[src/rtl/rename_freelist_ctrl_if.sv]
// Bundle of rename/commit/branch signals between the pipeline and the free-list controller.
// Handshakes: alloc_gnt and ckpt_gnt are combinational replies to alloc_req/ckpt_req in the same
// cycle; a transfer happens at the rising edge where both req and gnt are 1. rel_valid, ckpt_free
// and recover are fire-and-forget: they take effect at the next edge and have no acknowledge.
interface rename_freelist_ctrl_if #(
    parameter int TAG_W  = 6,
    parameter int CKPT_W = 2
);
    logic              alloc_req;
    logic              alloc_gnt;
    logic [TAG_W-1:0]  alloc_tag;
    logic              rel_valid;
    logic [TAG_W-1:0]  rel_tag;
    logic              ckpt_req;
    logic              ckpt_gnt;
    logic [CKPT_W-1:0] ckpt_id;
    logic              ckpt_free;
    logic              recover;
    logic [CKPT_W-1:0] recover_id;
    logic [TAG_W:0]    free_count;
    logic              ready;
    logic              err;

    modport master (
        output alloc_req, rel_valid, rel_tag, ckpt_req, ckpt_free, recover, recover_id,
        input  alloc_gnt, alloc_tag, ckpt_gnt, ckpt_id, free_count, ready, err
    );

    modport slave (
        input  alloc_req, rel_valid, rel_tag, ckpt_req, ckpt_free, recover, recover_id,
        output alloc_gnt, alloc_tag, ckpt_gnt, ckpt_id, free_count, ready, err
    );
endinterface

[src/rtl/rename_freelist_ctrl.sv]
// Physical-register free list for rename: one alloc and one release per cycle, with
// branch checkpoints of the head pointer for single-cycle mispredict recovery.
module rename_freelist_ctrl #(
    parameter int PHYS_REGS  = 64,
    parameter int ARCH_REGS  = 32,
    parameter int CKPT_DEPTH = 4,
    parameter int TAG_W      = 6
) (
    input logic                  clk,
    input logic                  rst_n,
    rename_freelist_ctrl_if.slave bus
);
    localparam int CKPT_W = (CKPT_DEPTH > 1) ? $clog2(CKPT_DEPTH) : 1;
    localparam int PTR_W  = TAG_W + 1;
    localparam int N_FREE = PHYS_REGS - ARCH_REGS;

    typedef enum logic {ST_INIT, ST_RUN} state_t;

    state_t              state_q, state_d;
    logic [PTR_W-1:0]    head_q, tail_q, free_count;
    logic [TAG_W-1:0]    mem [PHYS_REGS];
    logic [PTR_W-1:0]    snap_q [CKPT_DEPTH];
    logic [CKPT_DEPTH-1:0] ckpt_valid_q, ckpt_valid_d, squash;
    logic [CKPT_W-1:0]   ckpt_head_q, ckpt_tail_q, rec_off;
    logic                err_q;

    logic run, alloc_gnt, ckpt_gnt, list_full;
    logic rel_ok, rel_err, rec_ok, rec_err, free_ok, free_err;
    logic             wr_en;
    logic [TAG_W-1:0] wr_data;

    always_comb begin
        state_d = state_q;
        if (state_q == ST_INIT && tail_q == PTR_W'(N_FREE - 1)) state_d = ST_RUN;
    end

    assign run        = (state_q == ST_RUN);
    assign free_count = tail_q - head_q;
    assign list_full  = (free_count == PTR_W'(N_FREE));

    assign alloc_gnt = bus.alloc_req & run & ~bus.recover & (free_count != '0);
    assign ckpt_gnt  = bus.ckpt_req & run & ~bus.recover & ~ckpt_valid_q[ckpt_tail_q];

    assign rel_ok   = bus.rel_valid & run & ~list_full;
    assign rel_err  = bus.rel_valid & (~run | list_full);
    assign rec_ok   = run & bus.recover & ckpt_valid_q[bus.recover_id];
    assign rec_err  = run & bus.recover & ~ckpt_valid_q[bus.recover_id];
    assign free_ok  = run & ~bus.recover & bus.ckpt_free & ckpt_valid_q[ckpt_head_q];
    assign free_err = run & ~bus.recover & bus.ckpt_free & ~ckpt_valid_q[ckpt_head_q];

    // Squash the recovered checkpoint and everything younger: age is distance from ckpt_head.
    assign rec_off = bus.recover_id - ckpt_head_q;
    always_comb begin
        squash = '0;
        for (int i = 0; i < CKPT_DEPTH; i++) begin
            squash[i] = ((CKPT_W'(i) - ckpt_head_q) >= rec_off);
        end
    end

    always_comb begin
        ckpt_valid_d = ckpt_valid_q;
        if (rec_ok) begin
            ckpt_valid_d = ckpt_valid_q & ~squash;
        end else begin
            if (free_ok)  ckpt_valid_d[ckpt_head_q] = 1'b0;
            if (ckpt_gnt) ckpt_valid_d[ckpt_tail_q] = 1'b1;
        end
    end

    assign wr_en   = (state_q == ST_INIT) | rel_ok;
    assign wr_data = (state_q == ST_INIT) ? (TAG_W'(ARCH_REGS) + tail_q[TAG_W-1:0]) : bus.rel_tag;

    // Storage has no reset; INIT fills every entry before it can be read.
    always_ff @(posedge clk) begin
        if (wr_en) mem[tail_q[TAG_W-1:0]] <= wr_data;
    end

    always_ff @(posedge clk or negedge rst_n) begin
        if (!rst_n) begin
            state_q      <= ST_INIT;
            head_q       <= '0;
            tail_q       <= '0;
            ckpt_valid_q <= '0;
            ckpt_head_q  <= '0;
            ckpt_tail_q  <= '0;
            err_q        <= 1'b0;
            for (int i = 0; i < CKPT_DEPTH; i++) snap_q[i] <= '0;
        end else begin
            state_q      <= state_d;
            ckpt_valid_q <= ckpt_valid_d;
            err_q        <= err_q | rel_err | rec_err | free_err;
            if (wr_en) tail_q <= tail_q + 1'b1;
            if (rec_ok)         head_q <= snap_q[bus.recover_id];
            else if (alloc_gnt) head_q <= head_q + 1'b1;
            if (rec_ok) begin
                ckpt_tail_q <= bus.recover_id;
            end else begin
                if (free_ok) ckpt_head_q <= ckpt_head_q + 1'b1;
                // Snapshot includes this cycle's allocation so the branch keeps its own tag.
                if (ckpt_gnt) begin
                    snap_q[ckpt_tail_q] <= head_q + PTR_W'(alloc_gnt);
                    ckpt_tail_q         <= ckpt_tail_q + 1'b1;
                end
            end
        end
    end

    assign bus.alloc_gnt  = alloc_gnt;
    assign bus.alloc_tag  = mem[head_q[TAG_W-1:0]];
    assign bus.ckpt_gnt   = ckpt_gnt;
    assign bus.ckpt_id    = ckpt_tail_q;
    assign bus.free_count = free_count;
    assign bus.ready      = run;
    assign bus.err        = err_q;
endmodule

[src/flat_wrapper.sv]
// flat-port wrapper written by rule: the top's interface ports become plain ports
module rename_freelist_ctrl_flat 
#(
    parameter int PHYS_REGS  = 64,
    parameter int ARCH_REGS  = 32,
    parameter int CKPT_DEPTH = 4,
    parameter int TAG_W      = 6
)
  (clk, rst_n, bus_alloc_req, bus_rel_valid, bus_rel_tag, bus_ckpt_req, bus_ckpt_free, bus_recover, bus_recover_id, bus_alloc_gnt, bus_alloc_tag, bus_ckpt_gnt, bus_ckpt_id, bus_free_count, bus_ready, bus_err);
  rename_freelist_ctrl_if #(.TAG_W(TAG_W)) bus_i ();
  input logic clk;
  input logic rst_n;
  input wire logic [$bits(bus_i.alloc_req)-1:0] bus_alloc_req;
  input wire logic [$bits(bus_i.rel_valid)-1:0] bus_rel_valid;
  input wire logic [$bits(bus_i.rel_tag)-1:0] bus_rel_tag;
  input wire logic [$bits(bus_i.ckpt_req)-1:0] bus_ckpt_req;
  input wire logic [$bits(bus_i.ckpt_free)-1:0] bus_ckpt_free;
  input wire logic [$bits(bus_i.recover)-1:0] bus_recover;
  input wire logic [$bits(bus_i.recover_id)-1:0] bus_recover_id;
  output wire logic [$bits(bus_i.alloc_gnt)-1:0] bus_alloc_gnt;
  output wire logic [$bits(bus_i.alloc_tag)-1:0] bus_alloc_tag;
  output wire logic [$bits(bus_i.ckpt_gnt)-1:0] bus_ckpt_gnt;
  output wire logic [$bits(bus_i.ckpt_id)-1:0] bus_ckpt_id;
  output wire logic [$bits(bus_i.free_count)-1:0] bus_free_count;
  output wire logic [$bits(bus_i.ready)-1:0] bus_ready;
  output wire logic [$bits(bus_i.err)-1:0] bus_err;
  assign bus_i.alloc_req = bus_alloc_req;
  assign bus_i.rel_valid = bus_rel_valid;
  assign bus_i.rel_tag = bus_rel_tag;
  assign bus_i.ckpt_req = bus_ckpt_req;
  assign bus_i.ckpt_free = bus_ckpt_free;
  assign bus_i.recover = bus_recover;
  assign bus_i.recover_id = bus_recover_id;
  assign bus_alloc_gnt = bus_i.alloc_gnt;
  assign bus_alloc_tag = bus_i.alloc_tag;
  assign bus_ckpt_gnt = bus_i.ckpt_gnt;
  assign bus_ckpt_id = bus_i.ckpt_id;
  assign bus_free_count = bus_i.free_count;
  assign bus_ready = bus_i.ready;
  assign bus_err = bus_i.err;
  rename_freelist_ctrl #(.PHYS_REGS(PHYS_REGS), .ARCH_REGS(ARCH_REGS), .CKPT_DEPTH(CKPT_DEPTH), .TAG_W(TAG_W)) u_core (.clk(clk), .rst_n(rst_n), .bus(bus_i));
endmodule
[config.mk]
export PLATFORM = sky130hd
export DESIGN_NAME = rename_freelist_ctrl_flat
export DESIGN_NICKNAME = d
export VERILOG_FILES = /design/src/rtl/rename_freelist_ctrl_if.sv /design/src/rtl/rename_freelist_ctrl.sv /design/src/flat_wrapper.sv
export SDC_FILE = /design/constraint.sdc
export NUM_CORES = 1
export LEC_CHECK = 0
export CORE_ASPECT_RATIO = 0.75
export CORE_MARGIN = 3
export CORE_UTILIZATION = 45
export DETAILED_ROUTE_END_ITERATION = 10
export GPL_ROUTABILITY_DRIVEN = 0
export PLACE_DENSITY_LB_ADDON = 0.08
export SLEW_MARGIN = 20
export SYNTH_ARGS = -nofsm -noshare
export SYNTH_HDL_FRONTEND = slang
export SYNTH_SLANG_ARGS = --single-unit
[constraint.sdc]
create_clock -name clk -period 3.9 [get_ports clk]
set_input_delay 0.975 -clock clk [delete_from_list [all_inputs] [get_ports clk]]
set_output_delay 0.975 -clock clk [all_outputs]
set_load 0.01 [all_outputs]
== Word level (Yosys, flattened, before mapping) ==
Memory sizes are Yosys's and may differ from the RTL's.
Cells that the tools add are included.
Widths: inputs -> output; s select.

* Bits in registers: 52
* Bits in latches: 0
* Bits in writable memories: 384
* Memory bits (read-only): 0
* Input port bits: 15
* Output and inout bits: 19
* Word-level logic and storage cells: 109
* Memories kept: 1

* $add $sub $neg: 12
* Multiply operators: 0
* Div/mod/pow operators: 0
* Magnitude comparators: 12
* Eq/ne operators: 2
* Shift operators: 0
* Muxes and demuxes: 27
* Bitwise logic cells: 35
* Reduce and logical (&&, ||, !) cells: 9

{| class="wikitable"
|+ Memory list
! name !! depth !! bits a word !! rd ports !! clocked after Yosys merged registers in !! write ports !! RTL line !! text
|-
| u_core.mem || 64 || 6 || 1 || 0 || 1 || rename_freelist_ctrl.sv:21 || <nowiki>logic [TAG_W-1:0] mem [PHYS_REGS];</nowiki>
|}

{| class="wikitable"
|+ Operators by type and width
! operator !! number
|-
| $mux 7 || 5
|-
| $bwmux 28 || 1
|-
| $and 1x1->1 || 16
|-
| $mux 4 || 4
|-
| $add 7x1->7 const B || 2
|-
| $bmux 7 s2 || 1
|-
| $demux 7 s2 || 1
|-
| $lt 2x3->1 const B || 3
|-
| $and 4x4->4 || 2
|-
| $ge 2x2->1 || 4
|-
| $not 4->4 || 2
|-
| $add 7x1->7 || 1
|-
| $eq 7x5->1 const B || 1
|-
| $eq 7x6->1 const B || 1
|-
| $mux 1 || 7
|-
| $not 1->1 || 7
|-
| $reduce_bool 7->1 || 1
|-
| $sub 7x7->7 || 1
|-
| $add 6x6->6 const A || 1
|-
| $bmux 1 s2 || 3
|-
| $ge 3x3->1 const B || 2
|-
| $mux 6 || 1
|-
| $not 2->3 || 2
|-
| $or 1x1->1 || 5
|-
| 12 further kinds || 23
|}

== Longest topological paths before layout ==
Gate-level depths: netlist (run 1).

* Depth in word-level cells: 11
* Mapped depth: 15
* Mapped depth without buffers: 14

== Worst setup path before layout (run 1) ==
Ideal clock, no wire load.

* Path kind: register -> register
* From: register u_core.head_q[1]
* To: memory u_core.mem[18][0], enable pin
* Setup time: 0.386 ns
* Arrival: 3.830 ns
* Data required time: 3.514 ns
* Path slack: -0.316 ns
* Stages on the path, launching flop included: 15
* Path buffers: 5
* Period minus slack after synthesis: 4.216 ns
* Cells stage by stage: dfrtp_1 clkbuf_1 clkbuf_1 buf_2 inv_1 fa_1 a211oi_2 o21bai_1 a211oi_1 or2_4 o41ai_4 and2_1 buf_4 buf_4 nor4_1

* Cells in the longest elaborated chain, start to end: 7

{| class="wikitable"
|+ Ends and longest elaborated chain
! item !! RTL line !! text
|-
| start, declared || rename_freelist_ctrl.sv:20 || <nowiki>logic [PTR_W-1:0] head_q, tail_q, free_count;</nowiki>
|-
| start signal, assigned || rename_freelist_ctrl.sv:93 || <nowiki>if (rec_ok) head_q <= snap_q[bus.recover_id];</nowiki>
|-
| start signal, assigned || rename_freelist_ctrl.sv:94 || <nowiki>else if (alloc_gnt) head_q <= head_q + 1'b1;</nowiki>
|-
| $sub 7x7->7 || rename_freelist_ctrl.sv:38 || <nowiki>assign free_count = tail_q - head_q;</nowiki>
|-
| net bus_free_count[6] || flat_wrapper.sv:24 || <nowiki>output wire logic [$bits(bus_i.free_count)-1:0] bus_free_count;</nowiki>
|-
| $eq 7x6->1 || rename_freelist_ctrl.sv:39 || <nowiki>assign list_full = (free_count == PTR_W'(N_FREE));</nowiki>
|-
| $not 1->1 || rename_freelist_ctrl.sv:44 || <nowiki>assign rel_ok = bus.rel_valid & run & ~list_full;</nowiki>
|-
| $and 1x1->1 || rename_freelist_ctrl.sv:44 ||
|-
| $or 1x1->1 || rename_freelist_ctrl.sv:70 || <nowiki>assign wr_en = (state_q == ST_INIT) | rel_ok;</nowiki>
|-
| $mux 1 || rename_freelist_ctrl.sv:75 || <nowiki>if (wr_en) mem[tail_q[TAG_W-1:0]] <= wr_data;</nowiki>
|-
| $mux 1 (not written as such) || rename_freelist_ctrl.sv:75 ||
|-
| end, declared || rename_freelist_ctrl.sv:21 ||
|}

The timed path passes the listed nets, and every way through them passes these cells.

== Final worst setup path (run 1) ==
* From: register u_core.head_q[0]
* To: output port bus_alloc_tag[3]

* Cells in the longest elaborated chain, start to end: 1

{| class="wikitable"
|+ Ends and longest elaborated chain
! item !! RTL line !! text
|-
| $mem_v2 64x6 || -- ||
|-
| end, declared || flat_wrapper.sv:21 || <nowiki>output wire logic [$bits(bus_i.alloc_tag)-1:0] bus_alloc_tag;</nowiki>
|}

Every way passes these cells.

==> impl_metrics.tcl, run 1 <==
set metrics [dict create \
    clk_pin_slew_ns 0.06 \
    hold_buffers 0 \
    cp_cell_sequence "buf_12, buf_12, buf_6, buf_6, mux4_2, mux4_2, mux4_2, buf_6" \
    grt_pass1_vias 9644 \
    cts_sinks 436 \
    ys_ff_latch 436 \
    setup_tns_ns -1.97 \
    synth_nets 988 \
    core_area_um2 39700 \
    final_cells 1635 \
    cts_made_buffers 43 \
    drc 0 \
    h-tree-depth 2 \
    avgSynthCellArea_um2 19.2 \
    grt_setup_unrepaired "yes" \
    ir_drop_mv 0.373 \
    ys_seq_area_frac 0.704 \
    finalCritPeriodShare 1.09 \
    cp_slowest_stage_delay_ns 0.56 \
    pin_count 34 \
    grtUsageMet3 0.0424 \
    maxSlewViolCount 0 \
    fin_total_pwr_w 0.0159 \
    timing.rr.start "u_core.head_q[0]$_DFFE_PN0P_" \
    setup_violations 7 \
    p_leak_nw 7.25 \
    min_period_ns 4.26 \
    slowest_stage "mux4_2" \
    wire_per_inst_um 26.6 \
    antenna_left 0 \
    port_buffers 33 \
    grt_max_degree 57 \
    crit_type "register to primary output" \
    fmax_mhz 235 \
    ys_warn_count 0 \
    synthCells 950 \
    final_cell_mix "edfxtp_1, mux4_2, buf_4, dfrtp_1, clkbuf_16" \
    grt_pass1_wl_um 65800 \
    fp.dieArea_um2 43000 \
    clk_latency_ns 0.56 \
    drt_wl_total_um 43500 \
    diodes 0 \
    status "complete, but fails checks" \
    dp.cells 1527 \
    grt_util_all_layers 0.208 \
    grt_overflow 0 \
    layout-drive-gt1-share 0.380 \
    final_common_cell "edfxtp_1" \
    tightest_slew_ns 0.963 \
    row_count 63 \
    violations "setup timing" \
    die_y_um 180 \
    viasPerCell 5.76 \
    worst_slack_ns -0.359 \
    first_pass_iters 5 \
    hold_slack_ns 0.500 \
    grt_antenna_before_repair 0 \
    fp.dieW_um 238 \
    r2r_slack_ns 0.21 \
    syn-cell-area_um2 18200 \
    use_met2 0.303 \
    hold_viol_final 0 \
    final_nets 1118 \
    start_kind "register" \
    clockBufferDepth 3 \
    hp-class "input port to asynchronous set/reset pin" \
    grtUsageMet1 0.327 \
    fin_skew_ns 0.0236 \
    synth_cell_types 55 \
    drv_cap 0 \
    rr_worst_depth 15 \
    ys.flop_type "edfxtp_1" \
    gr-max-usage-layer "met1" \
    multi_input_area_um2 5570 \
    fillers 3067 \
    first_iter_violations 891 \
    vias 9416 \
    slew_headroom 0.355 \
    synth_edf_count 384 \
    cellPowerDensity_nw_per_um2 721 \
    seq_area_um2 12800 \
    cp_max_fo 7 \
    hpwlAfterDp_um 28400 \
    worstPathRequired_ns 2.92 \
    arrival_ns 3.28 \
    cts_tree "yes" \
    start_util 0.459 \
    async_reset_ff_frac 0.119 \
    ctsRootBufferMaster "clkbuf_16" \
    r2r-end "u_core.mem[16][2]$_DFFE_PP_" \
    setup.worst_path.end_class "primary output" \
    synthToLayoutAreaGrowth_pct 20.9 \
]
-- critical path: cells and delay by family (launching register included) --
family | cells | cell delay, ns
muxes | 3 | 1.52
buffers and inverters | 5 | 0.69
DFF | 1 | 0.51
-- Yosys cell counts, types with 4 or more instances --
cell type | count | area share
buf_1 | 10 | 0.0021
xor2_1 | 7 | 0.0034
mux4_2 | 136 | 0.17
a21oi_1 | 27 | 0.0074
and2_0 | 4 | 0.0014
dfrtp_1 | 52 | 0.071
nand3_1 | 8 | 0.0022
ha_1 | 20 | 0.014
xnor2_1 | 14 | 0.0067
a211oi_1 | 4 | 0.0016
o21ai_0 | 17 | 0.0047
buf_2 | 11 | 0.0030
nor2_1 | 38 | 0.0078
inv_1 | 17 | 0.0035
mux2_2 | 12 | 0.0074
nor4_1 | 18 | 0.0062
nor3_1 | 43 | 0.012
buf_6 | 6 | 0.0037
edfxtp_1 | 384 | 0.63
clkbuf_1 | 33 | 0.0068
nand2_1 | 31 | 0.0064
-- routing by layer --
layer  share of wire  wire length [um]
met1            0.47             20600
met2            0.45             19600
met3           0.060              2600
met4           0.018               795
met5               0                 0
-- repair_timing --
action	4_1_cts	5_1_grt
pin swaps	8	4
setup buffers	24	3
gates cloned	1	0
endpoints found under the setup margin	9	9
resized for setup	60	13
hold endpoints to repair	0	0
-- worst max-delay path by stage --
| stage | from | to | slack [ns] | cells after the start |
|---|---|---|---|---|
| 2_1_floorplan | u_core.bus.ready$_DFFE_PN0P_ | u_core.mem[0][5]$_DFFE_PP_ | -0.15 | 3 |
| 3_3_place_gp | u_core.head_q[0]$_DFFE_PN0P_ | bus_alloc_tag[1] | -0.24 | 6 |
| 3_5_place_dp | u_core.head_q[0]$_DFFE_PN0P_ | bus_alloc_tag[1] | -0.23 | 6 |
| 4_1_cts | u_core.head_q[0]$_DFFE_PN0P_ | bus_alloc_tag[3] | -0.38 | 8 |
| 5_1_grt | u_core.head_q[0]$_DFFE_PN0P_ | bus_alloc_tag[3] | -0.41 | 8 |
| 6_report | u_core.head_q[0]$_DFFE_PN0P_ | bus_alloc_tag[3] | -0.36 | 8 |
-- where the power goes --
part	switching, W	leakage, nW	total (W)	internal, W
clock network	0.00178	0.661	0.00406	0.00228
logic	0.00316	2.49	0.00622	0.00306
registers	0.000191	4.10	0.00560	0.00541
-- cells by family after synthesis --
group	share of synthesized area
compound gates	0.0268
xor+xnor	0.0101
fa+ha+maj	0.0170
buf+inv	0.0203
flops	0.704
mux	0.177
simple gates	0.0450
-- state kept, by name (all words and copies together), names as in the netlist --
| register | count |
|---|---|
| u_core.bus.err | 1 |
| u_core.bus.ckpt_id | 2 |
| u_core.ckpt_head_q | 2 |
| u_core.head_q | 7 |
| u_core.snap_q | 28 |
| u_core.ckpt_valid_q | 4 |
| u_core.mem | 384 |
| u_core.tail_q | 7 |
| u_core.bus.ready | 1 |
-- area by class of cell --
class,instances,area share
Timing Repair Buffer,147,0.0689
Clock inverter,29,0.0111
Tap cell,520,0.0295
Clock buffer,51,0.0512
Inverter,19,0.00341
Sequential cell,436,0.583
Multi-Input combinational cell,433,0.253
-- stage by stage --
step / setup slack [ns] / area [um^2] / utilization
floorplan: -0.152 / 18700 / -
global placement: -0.240 / 20200 / 0.509
detailed placement: -0.229 / 20200 / 0.509
CTS: -0.383 / 21900 / 0.552
global route: -0.409 / 22000 / 0.555
finish: -0.359 / 22000 / 0.555
Note: power is estimated with default switching activity, not from simulation.
==> inputs of run 2 (changes only) <==
DONT_BUFFER_PORTS = 1   (was not set)
PLACE_DENSITY = 0.72   (was not set)
PLACE_DENSITY_LB_ADDON = not set   (was 0.08)
==> run 2 against run 1 <==
The run still ends with setup timing left. Critical path depth decreased by 3. Utilization shrank 1.9 points. First-iteration DRC count increased by 31%. Design area is 3.4% lower. Critical path type unchanged. Critical endpoint is now bus_alloc_tag[0]. Largest power group is now registers.
==> impl_metrics.tcl, run 2 (synthesized netlist as in run 1, its figures left out) <==
set metrics [dict create \
    fin_skew_ns 0.0185 \
    ctsRootBufferMaster "clkbuf_16" \
    fmax_mhz 246 \
    first_iter_violations 1167 \
    fp.dieArea_um2 43000 \
    cts_sinks 436 \
    hold_slack_ns 0.118 \
    final_common_cell "edfxtp_1" \
    port_buffers 0 \
    clk_pin_slew_ns 0.07 \
    switchingPower_w 0.00501 \
    row_count 63 \
    rr_worst_depth 15 \
    clock_power_share 0.263 \
    drv_cap 0 \
    drt_wl_total_um 42900 \
    viasPerCell 6.12 \
    synthToLayoutAreaGrowth_pct 16.7 \
    fp.dieW_um 238 \
    slew_headroom 0.278 \
    switching_share 0.328 \
    r2r-end "u_core.mem[6][2]$_DFFE_PP_" \
    violations "setup timing" \
    cp_num_buf_inv 2 \
    die_y_um 180 \
    min_period_ns 4.07 \
    finalCritPeriodShare 1.04 \
    pin_count 34 \
    final_cells 1552 \
    cp_top_family "multiplexers" \
    seq_power_share 0.369 \
    cellPowerDensity_nw_per_um2 718 \
    status "complete, but fails checks" \
    dp.cells 1455 \
    hold_viol_final 0 \
    r2r_slack_ns 0.09 \
    vias 9493 \
    hpwlAfterDp_um 26100 \
    crit_path_frequent_cell "mux4_2" \
    cp_cell_sequence "buf_6, clkbuf_16, mux4_2, mux4_2, mux4_2" \
    hp-class "input port to asynchronous set/reset pin" \
    grt_max_degree 61 \
    p_leak_nw 6.86 \
    start_kind "register" \
    layout-drive-gt1-share 0.352 \
    grt_pass1_vias 9584 \
    setup.worst_path.end_class "primary output" \
    worst_slack_ns -0.167 \
    drc 0 \
    tightest_slew_ns 1.08 \
    p_int_w 0.0103 \
    final_nets 1036 \
    grt_pass1_wl_um 64200 \
    maxSlewViolCount 0 \
    comb_power_share 0.368 \
    ir_drop_mv 0.423 \
    first_pass_iters 5 \
    setup_violations 7 \
    grt_overflow 0 \
    antenna_left 0 \
    clockBufferDepth 3 \
    cts_tree "yes" \
    slowest_stage "mux4_2" \
    grt_setup_unrepaired "yes" \
    cts_made_buffers 41 \
    timing.rr.start "u_core.head_q[0]$_DFFE_PN0P_" \
    start_util 0.459 \
    h-tree-depth 2 \
    arrival_ns 3.09 \
    cp_slowest_stage_delay_ns 0.58 \
    setup_tns_ns -0.750 \
    crit_type "register to primary output" \
    largest_reg_flops 384 \
    grt_util_all_layers 0.201 \
    core_area_um2 39700 \
    final_cell_mix "edfxtp_1, mux4_2, dfrtp_1, clkbuf_16, buf_4" \
    worstPathRequired_ns 2.92 \
    cp_max_fo 6 \
    wire_per_inst_um 27.7 \
    fillers 3032 \
    clk_latency_ns 0.56 \
    grt_antenna_before_repair 3 \
]
[run 2: changes by cell type in the layout (fill, tap and decap cells not counted), moves of 2 or more]
cell	before	now
buf_4	80	45
buf_2	2	0
clkdlybuf4s50_1	23	0
clkinv_1	8	6
clkbuf_16	44	47
clkinvlp_4	6	2
buf_16	4	6
buf_12	17	5
buf_6	19	7
[run 2: metrics by stage]
stage               utilization  power (W)  area, um^2  setup WS (ns)
global placement          0.491     0.0106       19500          0.362
floorplan                     -    0.00919       18700         -0.152
global route              0.535     0.0159       21300         -0.189
detailed placement        0.491     0.0107       19500          0.298
finish                    0.535     0.0153       21300         -0.167
CTS                       0.531     0.0151       21100         -0.137
[run 2: cell type report]
cell class | instances | area, um^2 | area share
flip-flops and latches | 436 | 12800 | 0.604
clock inverters | 26 | 245 | 0.0115
repair buffers | 67 | 782 | 0.0368
well taps | 520 | 651 | 0.0306
clock buffers | 50 | 1100 | 0.0518
diodes | 1 | 2.50 | 0.000118
multi-input cells | 433 | 5580 | 0.262
inverters | 19 | 71.3 | 0.00335
[run 2: repair_timing]
| action | in CTS | in global routing |
|---|---|---|
| setup endpoints to repair | 7 | 45 |
| pin swaps | 9 | 7 |
| buffers inserted | 8 | 4 |
| cloned | 4 | 5 |
| endpoints found under the hold margin | 0 | 0 |
| resized for setup | 16 | 10 |
| hold buffers | 0 | 0 |
[run 2: worst max path at each step]
stage | start | to | slack (ns) | cells past startpoint
CTS | u_core.head_q[0]$_DFFE_PN0P_ | bus_alloc_tag[2] | -0.14 | 4
global placement | u_core.head_q[0]$_DFFE_PN0P_ | bus_alloc_tag[4] | 0.36 | 4
global route | u_core.head_q[0]$_DFFE_PN0P_ | bus_alloc_tag[0] | -0.19 | 5
finish | u_core.head_q[0]$_DFFE_PN0P_ | bus_alloc_tag[0] | -0.17 | 5
detailed placement | u_core.tail_q[0]$_DFFE_PN0P_ | u_core.mem[6][0]$_DFFE_PP_ | 0.30 | 13
floorplan | u_core.bus.ready$_DFFE_PN0P_ | u_core.mem[0][5]$_DFFE_PP_ | -0.15 | 3
[run 2: power groups by stage]
stage | Combinational, W | Sequential (W) | Clock [W]
3_5_place_dp | 0.00496 | 0.00572 | 0
2_1_floorplan | 0.00356 | 0.00563 | 0
4_1_cts | 0.00538 | 0.00563 | 0.00410
6_report | 0.00563 | 0.00563 | 0.00402
5_1_grt | 0.00598 | 0.00567 | 0.00429
3_3_place_gp | 0.00494 | 0.00570 | 0
[run 2: worst register-to-register path: stages, from the launching register on]
cell	delay, ns
dfrtp_4	0.50
buf_6	0.12
ha_4	0.13
inv_2	0.04
fa_2	0.39
buf_6	0.13
a211oi_4	0.23
nor2_1	0.07
a31o_1	0.22
buf_4	0.14
or2_4	0.24
o41ai_4	0.45
and2_4	0.37
buf_12	0.24
nor3_2	0.12
buf_4	0.20
[run 2: per-layer routing]
metal / global-route usage / wire length [um] / vias up
met4: 0.0450 / 807 / 2
met5: 0 / 13 / -
li1: - / - / 3964
met1: 0.307 / 18800 / 5014
met2: 0.291 / 19400 / 454
met3: 0.0565 / 3900 / 59
==> inputs of run 3 (changes only) <==
CTS_CLUSTER_DIAMETER = 40   (was not set)
==> run 3 against run 2 <==
The flow still finishes with violations (setup timing). Die area is the same. Non-clock buffer count rose by 4. Total power is 4.2% higher. Critical path type unchanged. Largest power group is now combinational cells. Highest routed layer unchanged.
==> impl_metrics.tcl, run 3 (synthesized netlist as in run 1, its figures left out) <==
set metrics [dict create \
    status "complete, but fails checks" \
    violations "setup timing" \
    p_int_w 0.0107 \
    grt_pass1_wl_um 66200 \
    crit_type "register to primary output" \
    antenna_left 0 \
    hpwlAfterDp_um 26100 \
    clk_latency_ns 0.56 \
    first_iter_violations 1060 \
    layout-drive-gt1-share 0.360 \
    slew_headroom 0.296 \
    grt_pass1_vias 9784 \
    multi_input_area_um2 5550 \
    start_kind "register" \
    drc 0 \
    setup.worst_path.end_class "primary output" \
    comb_power_share 0.365 \
    cts_tree "yes" \
    clock_power_share 0.282 \
    crit_start "u_core.head_q[0]$_DFFE_PN0P_" \
    ir_drop_mv 0.394 \
    fin_skew_ns 0.0135 \
    final_cell_mix "edfxtp_1, mux4_2, dfrtp_1, clkbuf_16, buf_4" \
    fp.dieArea_um2 43000 \
    met2_length_um 19600 \
    cts_sinks 436 \
    seq_power_share 0.353 \
    clockBufferDepth 3 \
    fin_util 0.543 \
    clk_pin_slew_ns 0.06 \
    switchingPower_w 0.00519 \
    hp-class "input port to asynchronous set/reset pin" \
    dp_slack_ns 0.298 \
    grt_overflow 0 \
    met3_wirelength_um 4290 \
    start_util 0.459 \
    ctsRootBufferMaster "clkbuf_16" \
    wire_per_inst_um 27.8 \
    largest_reg_flops 384 \
    core_area_um2 39700 \
    seq_area_um2 12800 \
    cp_max_fo 6 \
    row_count 63 \
    fp.dieW_um 238 \
    cellPowerDensity_nw_per_um2 738 \
    final_nets 1045 \
    fillers 2974 \
    arrival_ns 3.08 \
    viasPerCell 6.07 \
    fin_total_pwr_w 0.0159 \
    synthToLayoutAreaGrowth_pct 18.5 \
    drt_wl_total_um 43500 \
    routed.top_layer "met5" \
    grt_antenna_before_repair 2 \
    hold_viol_final 0 \
    maxSlewViolCount 0 \
    finalCritPeriodShare 1.04 \
    cts_made_buffers 46 \
    grt_max_degree 61 \
    setup_violations 7 \
    fmax_mhz 247 \
    pin_count 34 \
    wl_met1_um 18800 \
    tightest_slew_ns 1.05 \
    worstPathRequired_ns 2.92 \
    min_period_ns 4.05 \
    worst_slack_ns -0.151 \
    switching_share 0.326 \
    h-tree-depth 2 \
    port_buffers 0 \
    timing.rr.start "u_core.head_q[0]$_DFFE_PN0P_" \
    grt_util_all_layers 0.209 \
    vias 9489 \
    final_common_cell "edfxtp_1" \
    die_y_um 180 \
    drv_cap 0 \
    first_pass_iters 5 \
    p_leak_nw 7.02 \
    grt_setup_unrepaired "yes" \
]
run 3: per-layer routing:
| metal | vias to the layer above | track usage |
|---|---|---|
| met5 | - | 0 |
| met4 | 2 | 0.0413 |
| met3 | 59 | 0.0624 |
| met2 | 451 | 0.307 |
| met1 | 4986 | 0.314 |
| li1 | 3991 | - |
run 3: per-stage QoR:
stage	std cells	TNS, ns	hold slack, ns	instance area [um^2]
2_1_floorplan	950	-19.42	0.475	18700
3_3_place_gp	1455	0	0.487	19500
3_5_place_dp	1455	0	0.499	19500
4_1_cts	1562	-0.690	0.0928	21600
5_1_grt	1564	-1.21	0.0935	21600
6_report	1564	-0.713	0.118	21600
run 3: final timing paths:
kind                            cells after the start  slack [ns]                       endpoint
worst min register to register                      1        0.51  u_core.snap_q[21]$_DFFE_PN0P_
max in group asynchronous                           0        3.66   u_core.head_q[0]$_DFFE_PN0P_
worst max register to register                     14        0.21     u_core.mem[6][4]$_DFFE_PP_
worst min-delay path                                0        0.12   u_core.tail_q[2]$_DFFE_PN0P_
min in group clk                                    1        0.51  u_core.snap_q[21]$_DFFE_PN0P_
worst max-delay path                                6       -0.15               bus_alloc_tag[3]
run 3: power groups by stage:
| stage | logic (W) | registers [W] | clock network (W) |
|---|---|---|---|
| finish | 0.00581 | 0.00562 | 0.00449 |
| global route | 0.00616 | 0.00566 | 0.00476 |
| CTS | 0.00578 | 0.00562 | 0.00456 |
| detailed placement | 0.00496 | 0.00572 | 0 |
| global placement | 0.00494 | 0.00570 | 0 |
| floorplan | 0.00356 | 0.00563 | 0 |
run 3: critical path, cell delays in order, from the launching register on:
cell	delay [ns]
dfrtp_4	0.44
buf_6	0.13
buf_12	0.14
buf_16	0.15
mux4_2	0.52
mux4_2	0.57
mux4_2	0.55
run 3: timing repair:
action | CTS | global route
buffers inserted | 11 | 1
hold buffers | 0 | 0
gates cloned | 12 | 0
resized for setup | 25 | 1
pin swaps | 6 | 5
endpoints found under the setup margin | 7 | 8
run 3: area by class of cell:
cell class              count  area share
diodes                      1    0.000116
clock buffers              53      0.0555
clock inverters            31      0.0163
inverters                  19     0.00330
multi-input cells         433       0.257
flip-flops and latches    436       0.595
well taps                 520      0.0301
repair buffers             71      0.0426
